[src/rtl/hazard_stall_ctrl_pkg.sv]
// Shared encodings, latency defaults and the load-use match helper for hazard_stall_ctrl.
// The optional HAZARD_STATS_EN counters are enabled in the top module.
package hazard_stall_ctrl_pkg;

  typedef enum logic {
    HZ_RUN    = 1'b0,
    HZ_MDBUSY = 1'b1
  } hz_state_e;

  localparam int MUL_LAT_DEF = 4;
  localparam int DIV_LAT_DEF = 32;
  localparam int CNT_W_DEF   = 6;

  // A load into $0 never creates a dependency; rt only counts when it feeds the ALU/branch.
  function automatic logic load_use_hit(
    input logic       ex_mem_read,
    input logic [4:0] ex_rt,
    input logic [4:0] id_rs,
    input logic [4:0] id_rt,
    input logic       id_rt_src
  );
    return ex_mem_read && (ex_rt != 5'd0) &&
           ((ex_rt == id_rs) || (id_rt_src && (ex_rt == id_rt)));
  endfunction

endpackage

[src/rtl/hazard_stall_ctrl_mdu_busy_cnt.sv]
// Loadable down-counter with zero flag; tracks remaining EX occupancy of a mult/div.
module mdu_busy_cnt #(
  parameter int CNT_W = 6
) (
  input  logic             clk,
  input  logic             rst,
  input  logic             load_i,
  input  logic [CNT_W-1:0] load_val_i,
  input  logic             dec_i,
  output logic [CNT_W-1:0] cnt_o,
  output logic             zero_o
);

  logic [CNT_W-1:0] cnt_q;

  always_ff @(posedge clk) begin
    if (rst) begin
      cnt_q <= '0;
    end else if (load_i) begin
      cnt_q <= load_val_i;
    end else if (dec_i && (cnt_q != '0)) begin
      cnt_q <= cnt_q - 1'b1;
    end
  end

  assign cnt_o  = cnt_q;
  assign zero_o = (cnt_q == '0);

endmodule

[src/rtl/hazard_stall_ctrl.sv]
// Pipeline stall/flush controller: load-use, taken-branch redirect and mult/div EX occupancy.
// Define HAZARD_STATS_EN to add the saturating StallCnt/FlushCnt outputs.
module hazard_stall_ctrl
  import hazard_stall_ctrl_pkg::*;
#(
  parameter int MUL_LAT = MUL_LAT_DEF,
  parameter int DIV_LAT = DIV_LAT_DEF,
  parameter int CNT_W   = CNT_W_DEF
) (
  input  logic        clk,
  input  logic        rst,
  input  logic [4:0]  IFIDRegRs,
  input  logic [4:0]  IFIDRegRt,
  input  logic        IFIDUsesRt,
  input  logic        IFIDMemWrite,
  input  logic        IDEXMemRead,
  input  logic [4:0]  IDEXRegRt,
  input  logic        IDEXMduStart,
  input  logic        IDEXMduIsDiv,
  input  logic        EXBranchTaken,
  output logic        PCWrite,
  output logic        IFIDWrite,
  output logic        IDEXWrite,
  output logic        IFIDFlush,
  output logic        IDEXFlush,
  output logic        EXMEMFlush,
  output logic        MduBusy,
  output logic        MduDone
`ifdef HAZARD_STATS_EN
  ,
  output logic [31:0] StallCnt,
  output logic [31:0] FlushCnt
`endif
);

  localparam logic [CNT_W-1:0] MUL_LOAD = CNT_W'(MUL_LAT - 2);
  localparam logic [CNT_W-1:0] DIV_LOAD = CNT_W'(DIV_LAT - 2);

  hz_state_e        state_q, state_d;
  logic             cnt_load, cnt_dec, cnt_zero;
  logic [CNT_W-1:0] cnt_val;
  logic [CNT_W-1:0] cnt_load_val;
  logic             rt_src;
  logic             lu_hit;

  // A store whose rt is only store data gets it from the MEM-stage forward instead.
  assign rt_src       = IFIDUsesRt & ~(IFIDMemWrite & ~IFIDUsesRt);
  assign lu_hit       = load_use_hit(IDEXMemRead, IDEXRegRt, IFIDRegRs, IFIDRegRt, rt_src);
  assign cnt_load_val = IDEXMduIsDiv ? DIV_LOAD : MUL_LOAD;

  mdu_busy_cnt #(.CNT_W(CNT_W)) u_busy_cnt (
    .clk        (clk),
    .rst        (rst),
    .load_i     (cnt_load),
    .load_val_i (cnt_load_val),
    .dec_i      (cnt_dec),
    .cnt_o      (cnt_val),
    .zero_o     (cnt_zero)
  );

  always_comb begin
    state_d    = state_q;
    cnt_load   = 1'b0;
    cnt_dec    = 1'b0;
    PCWrite    = 1'b0;
    IFIDWrite  = 1'b0;
    IDEXWrite  = 1'b0;
    IFIDFlush  = 1'b0;
    IDEXFlush  = 1'b0;
    EXMEMFlush = 1'b0;
    MduBusy    = 1'b0;
    MduDone    = 1'b0;
    if (!rst) begin
      case (state_q)
        HZ_RUN: begin
          PCWrite   = 1'b1;
          IFIDWrite = 1'b1;
          IDEXWrite = 1'b1;
          if (EXBranchTaken) begin
            IFIDFlush = 1'b1;
            IDEXFlush = 1'b1;
          end else if (IDEXMduStart) begin
            PCWrite    = 1'b0;
            IFIDWrite  = 1'b0;
            IDEXWrite  = 1'b0;
            EXMEMFlush = 1'b1;
            MduBusy    = 1'b1;
            cnt_load   = 1'b1;
            state_d    = HZ_MDBUSY;
          end else if (lu_hit) begin
            PCWrite   = 1'b0;
            IFIDWrite = 1'b0;
            IDEXFlush = 1'b1;
          end
        end
        HZ_MDBUSY: begin
          MduBusy = 1'b1;
          if (cnt_zero) begin
            // Result is captured into EX/MEM on this edge, so no bubble now.
            MduDone = 1'b1;
            state_d = HZ_RUN;
          end else begin
            EXMEMFlush = 1'b1;
            cnt_dec    = 1'b1;
          end
        end
        default: state_d = HZ_RUN;
      endcase
    end
  end

  always_ff @(posedge clk) begin
    if (rst) begin
      state_q <= HZ_RUN;
    end else begin
      state_q <= state_d;
    end
  end

  always_ff @(posedge clk) begin
    if (!rst && (state_q == HZ_MDBUSY)) begin
      assert (cnt_val <= DIV_LOAD);
    end
  end

`ifdef HAZARD_STATS_EN
  logic [31:0] stall_cnt_q, flush_cnt_q;

  always_ff @(posedge clk) begin
    if (rst) begin
      stall_cnt_q <= '0;
      flush_cnt_q <= '0;
    end else begin
      if (!PCWrite && (stall_cnt_q != 32'hFFFF_FFFF)) stall_cnt_q <= stall_cnt_q + 32'd1;
      if (IFIDFlush && (flush_cnt_q != 32'hFFFF_FFFF)) flush_cnt_q <= flush_cnt_q + 32'd1;
    end
  end

  assign StallCnt = stall_cnt_q;
  assign FlushCnt = flush_cnt_q;
`endif

endmodule

[config.mk]
export PLATFORM = sky130hd
export DESIGN_NAME = hazard_stall_ctrl
export DESIGN_NICKNAME = d
export VERILOG_FILES = /design/src/rtl/hazard_stall_ctrl_pkg.sv /design/src/rtl/hazard_stall_ctrl_mdu_busy_cnt.sv /design/src/rtl/hazard_stall_ctrl.sv
export SDC_FILE = /design/constraint.sdc
export NUM_CORES = 1
export LEC_CHECK = 0
export BUFFER_PORTS_ARGS = -buffer_cell sky130_fd_sc_hd__buf_2
export CAP_MARGIN = 20
export CORE_AREA = 2 2 39 41
export DETAILED_ROUTE_END_ITERATION = 8
export DIE_AREA = 0 0 41 43
export PLACE_DENSITY_LB_ADDON = 0.2
export REMOVE_ABC_BUFFERS = 1
export SKIP_CTS_REPAIR_TIMING = 1
export SLEW_MARGIN = 5
export SYNTH_ARGS = -nofsm -noshare
export SYNTH_HDL_FRONTEND = slang
export SYNTH_SLANG_ARGS = --single-unit
[constraint.sdc]
create_clock -name clk -period 3 [get_ports clk]
set_input_delay 0 -clock clk [delete_from_list [all_inputs] [get_ports clk]]
set_output_delay 0 -clock clk [all_outputs]
set_load 0.005 [all_outputs]
==> results by group <==
Critical path
  – Critical path data arrival time: 1.94 ns
  – Critical path endpoint category: output pin
  – CP startpoint kind: flip-flop
  – Critical path required time: 3.00 ns
  – RR Endpoint: u_busy_cnt.cnt_o[1]
  – Largest fanout on the critical path: 5
  – Capture point of the worst path: EXMEMFlush
  – Reg2reg start: u_busy_cnt.cnt_o[0]
  – R2r worst-path depth: 6
  – Critical path type: reg -> out
  – FF-to-FF setup slack: 1.20 ns
  – Setup crit start: u_busy_cnt.cnt_o[0]

Timing
  – Final period util: 64.7%
  – Skew final: 0.00473 ns
  – Slew headroom: 78.3%
  – Worst Setup Slack, final: 1.06 ns
  – Unrepaired setup endpoints after global routing: false
  – Final min period: 1.94 ns
  – Setup violators final: 0
  – Fin. Hold Viols: 0
  – Post-route setup TNS: 0 ns
  – Max-slew violation count: 0
  – Max Clock Freq: 515 MHz
  – Worst Tran Pin Value: 0.324 ns
  – Hold slack: 0.0343 ns

Route
  – WL final: 1180 um
  – Routed via count: 571
  – Drt initial violations: 4
  – Post-DR wirelength/cell: 10.5 um
  – Routed Antenna Nets: 0
  – Via density: 5.10
  – Initial DRT Pass Iterations: 2
  – # DRC: 0

Clock network
  – Worst skew pair latency: 0.26 ns
  – Worst-case clock buffer depth: 2
  – Clock root cell: clkbuf_4
  – Clk pin slew, worst setup/hold paths: 0.05 ns
  – CTS Sinks: 7
  – CTS buffer count: 3
  – TritonCTS clock tree: done
  – H-tree levels: 1

Yosys
  – Ys flop type: dfxtp_1
  – Post-synth top area cell: dfxtp_1
  – Synth Instances: 66
  – Area contributors post-synth: dfxtp_1 26%, xor2_1 15%, a21oi_1 5.6%, ha_1 4.7%, or4b_1 3.7%
  – FF+latch count, synth: 7
  – Top-area cell type share of the netlist area: 26.2%
  – Post-Syn Area: 536 um^2
  – Seq/Total Area, Yosys: 26.2%
  – Library cells used by synthesis: 28
  – Post-synth EDFFs: 0
  – Avg Synthesized Cell Area: 8.11 um^2
  – Ys async rst share: 0%
  – Yosys warns: 0

Power and ir drop
  – Leakage power: 0.322 nW
  – Areal power density over the cells: 387 nW/um^2
  – Worst vdd ir: 0.183 mV

Final layout
  – Core Util, Final: 51.4%
  – # diodes: 0
  – Layout cells sized above 1: 33.3%
  – Final Instance Count excl. Fillers: 112
  – Fillers: 143
  – Layout Nets: 122
  – Syn-to-layout area delta: 32.9%

Floorplanning
  – Core box area: 1380 um^2
  – Die X: 41 um
  – Ports: 31
  – Die ar.: 1760 um^2
  – Die height: 43 um
  – FP Rows: 14
  – Initial Utilization: 38.7%

Global route
  – Number of antenna violations at the first check in global routing: 0
  – GRT Overall Usage: 16.5%
  – Vias in the first global route: 495
  – Pin count of the biggest net entering global routing: 11
  – Grt total ovfl: 0
  – First-pass GRT wire length: 1980 um

Placed design
  – Input/output buffers: 29
  – Placed cell count: 108
  – Dpl hpwl: 970 um
  – Pre-CTS setup slack: 1.20 ns
  – Routability cong.: 0.704

Status
  – Status: finished, final reports clean

Min path
  – Hold Startpoint: rst
  – Hold depth: 2
  – HP Class: in -> reg

Flow run
  – Max-cap violations: 0
-- synth_stat cells (3+ instances only) --
library cell / number
dfxtp_1: 7
a21oi_1: 6
nand3_1: 3
xor2_1: 9
inv_1: 3
or3_1: 3
nor2_1: 4
-- through the flow --
stage | cell area [um^2] | total power, mW
finish | 712 | 0.276
global placement | 686 | 0.190
CTS | 712 | 0.280
detailed placement | 686 | 0.191
global route | 712 | 0.296
floorplan | 520 | 0.156
-- flip-flops by register name (all words and copies together) (netlist names) --
signal and cells:
u_busy_cnt.cnt_o 6, state_q 1
-- cells in the final DEF, fill, tap and decap left out, types with 2 or more instances in the layout --
master / netlist / final
or3_1: 3 / 3
xor2_1: 9 / 9
dfxtp_1: 7 / 7
nor2b_1: 2 / 2
or4b_1: 2 / 2
nor2_1: 4 / 4
ha_1: 2 / 2
nand3_1: 3 / 3
nor3_1: 2 / 2
o21bai_1: 2 / 2
o21ai_1: 2 / 2
nor3b_1: 2 / 2
inv_1: 3 / 3
clkbuf_4: 0 / 3
or4_1: 2 / 2
nand2b_1: 2 / 2
a21oi_1: 6 / 6
buf_2: 0 / 29
-- cells by family (layout without fill, tap and decap cells) --
group	Yosys count	in the layout	synth area share, %
compound gates	16	16	18.7
xor+xnor	10	10	16.4
fa+ha+maj	2	2	4.67
buf+inv	6	36	4.91
flops	7	7	26.2
mux	1	1	1.87
simple gates	24	24	27.3
-- routing by layer --
layer / part of all wire [%] / global-route usage (%)
met1: 44 / 19.9
met2: 45 / 23.8
met3: 9.1 / 7.33
met4: 1.6 / 8.00
met5: 0 / 0
-- critical path, cell delays in order, from the launching register on --
cell and delay, ns:
dfxtp_1 0.31, inv_1 0.10, ha_1 0.16, or4b_1 0.51, o21ai_1 0.32, a21oi_1 0.13, buf_2 0.15
-- worst min-delay path by stage --
stage / end / slack, ns
4_1_cts: u_busy_cnt.cnt_o[5] / 0.03
6_report: u_busy_cnt.cnt_o[5] / 0.03
5_1_grt: u_busy_cnt.cnt_o[5] / 0.05
3_3_place_gp: u_busy_cnt.cnt_o[5] / 0.30
3_5_place_dp: u_busy_cnt.cnt_o[5] / 0.30
2_1_floorplan: MduBusy / 0.03
-- cell type report --
class / instances / area, um^2 / share of cell area, %
inverter: 3 / 11.3 / 1.58
multi-input combinational: 53 / 369 / 51.8
clock buffer: 4 / 26.3 / 3.69
sequential: 7 / 140 / 19.7
tap: 16 / 20.0 / 2.81
timing repair buffer: 29 / 145 / 20.4
-- power breakdown --
| group | switching [mW] | internal [mW] |
|---|---|---|
| Clock | 0.0355 | 0.0508 |
| Sequential | 0.00746 | 0.101 |
| Combinational | 0.0398 | 0.0408 |
Power figures use the tool's default switching activity.
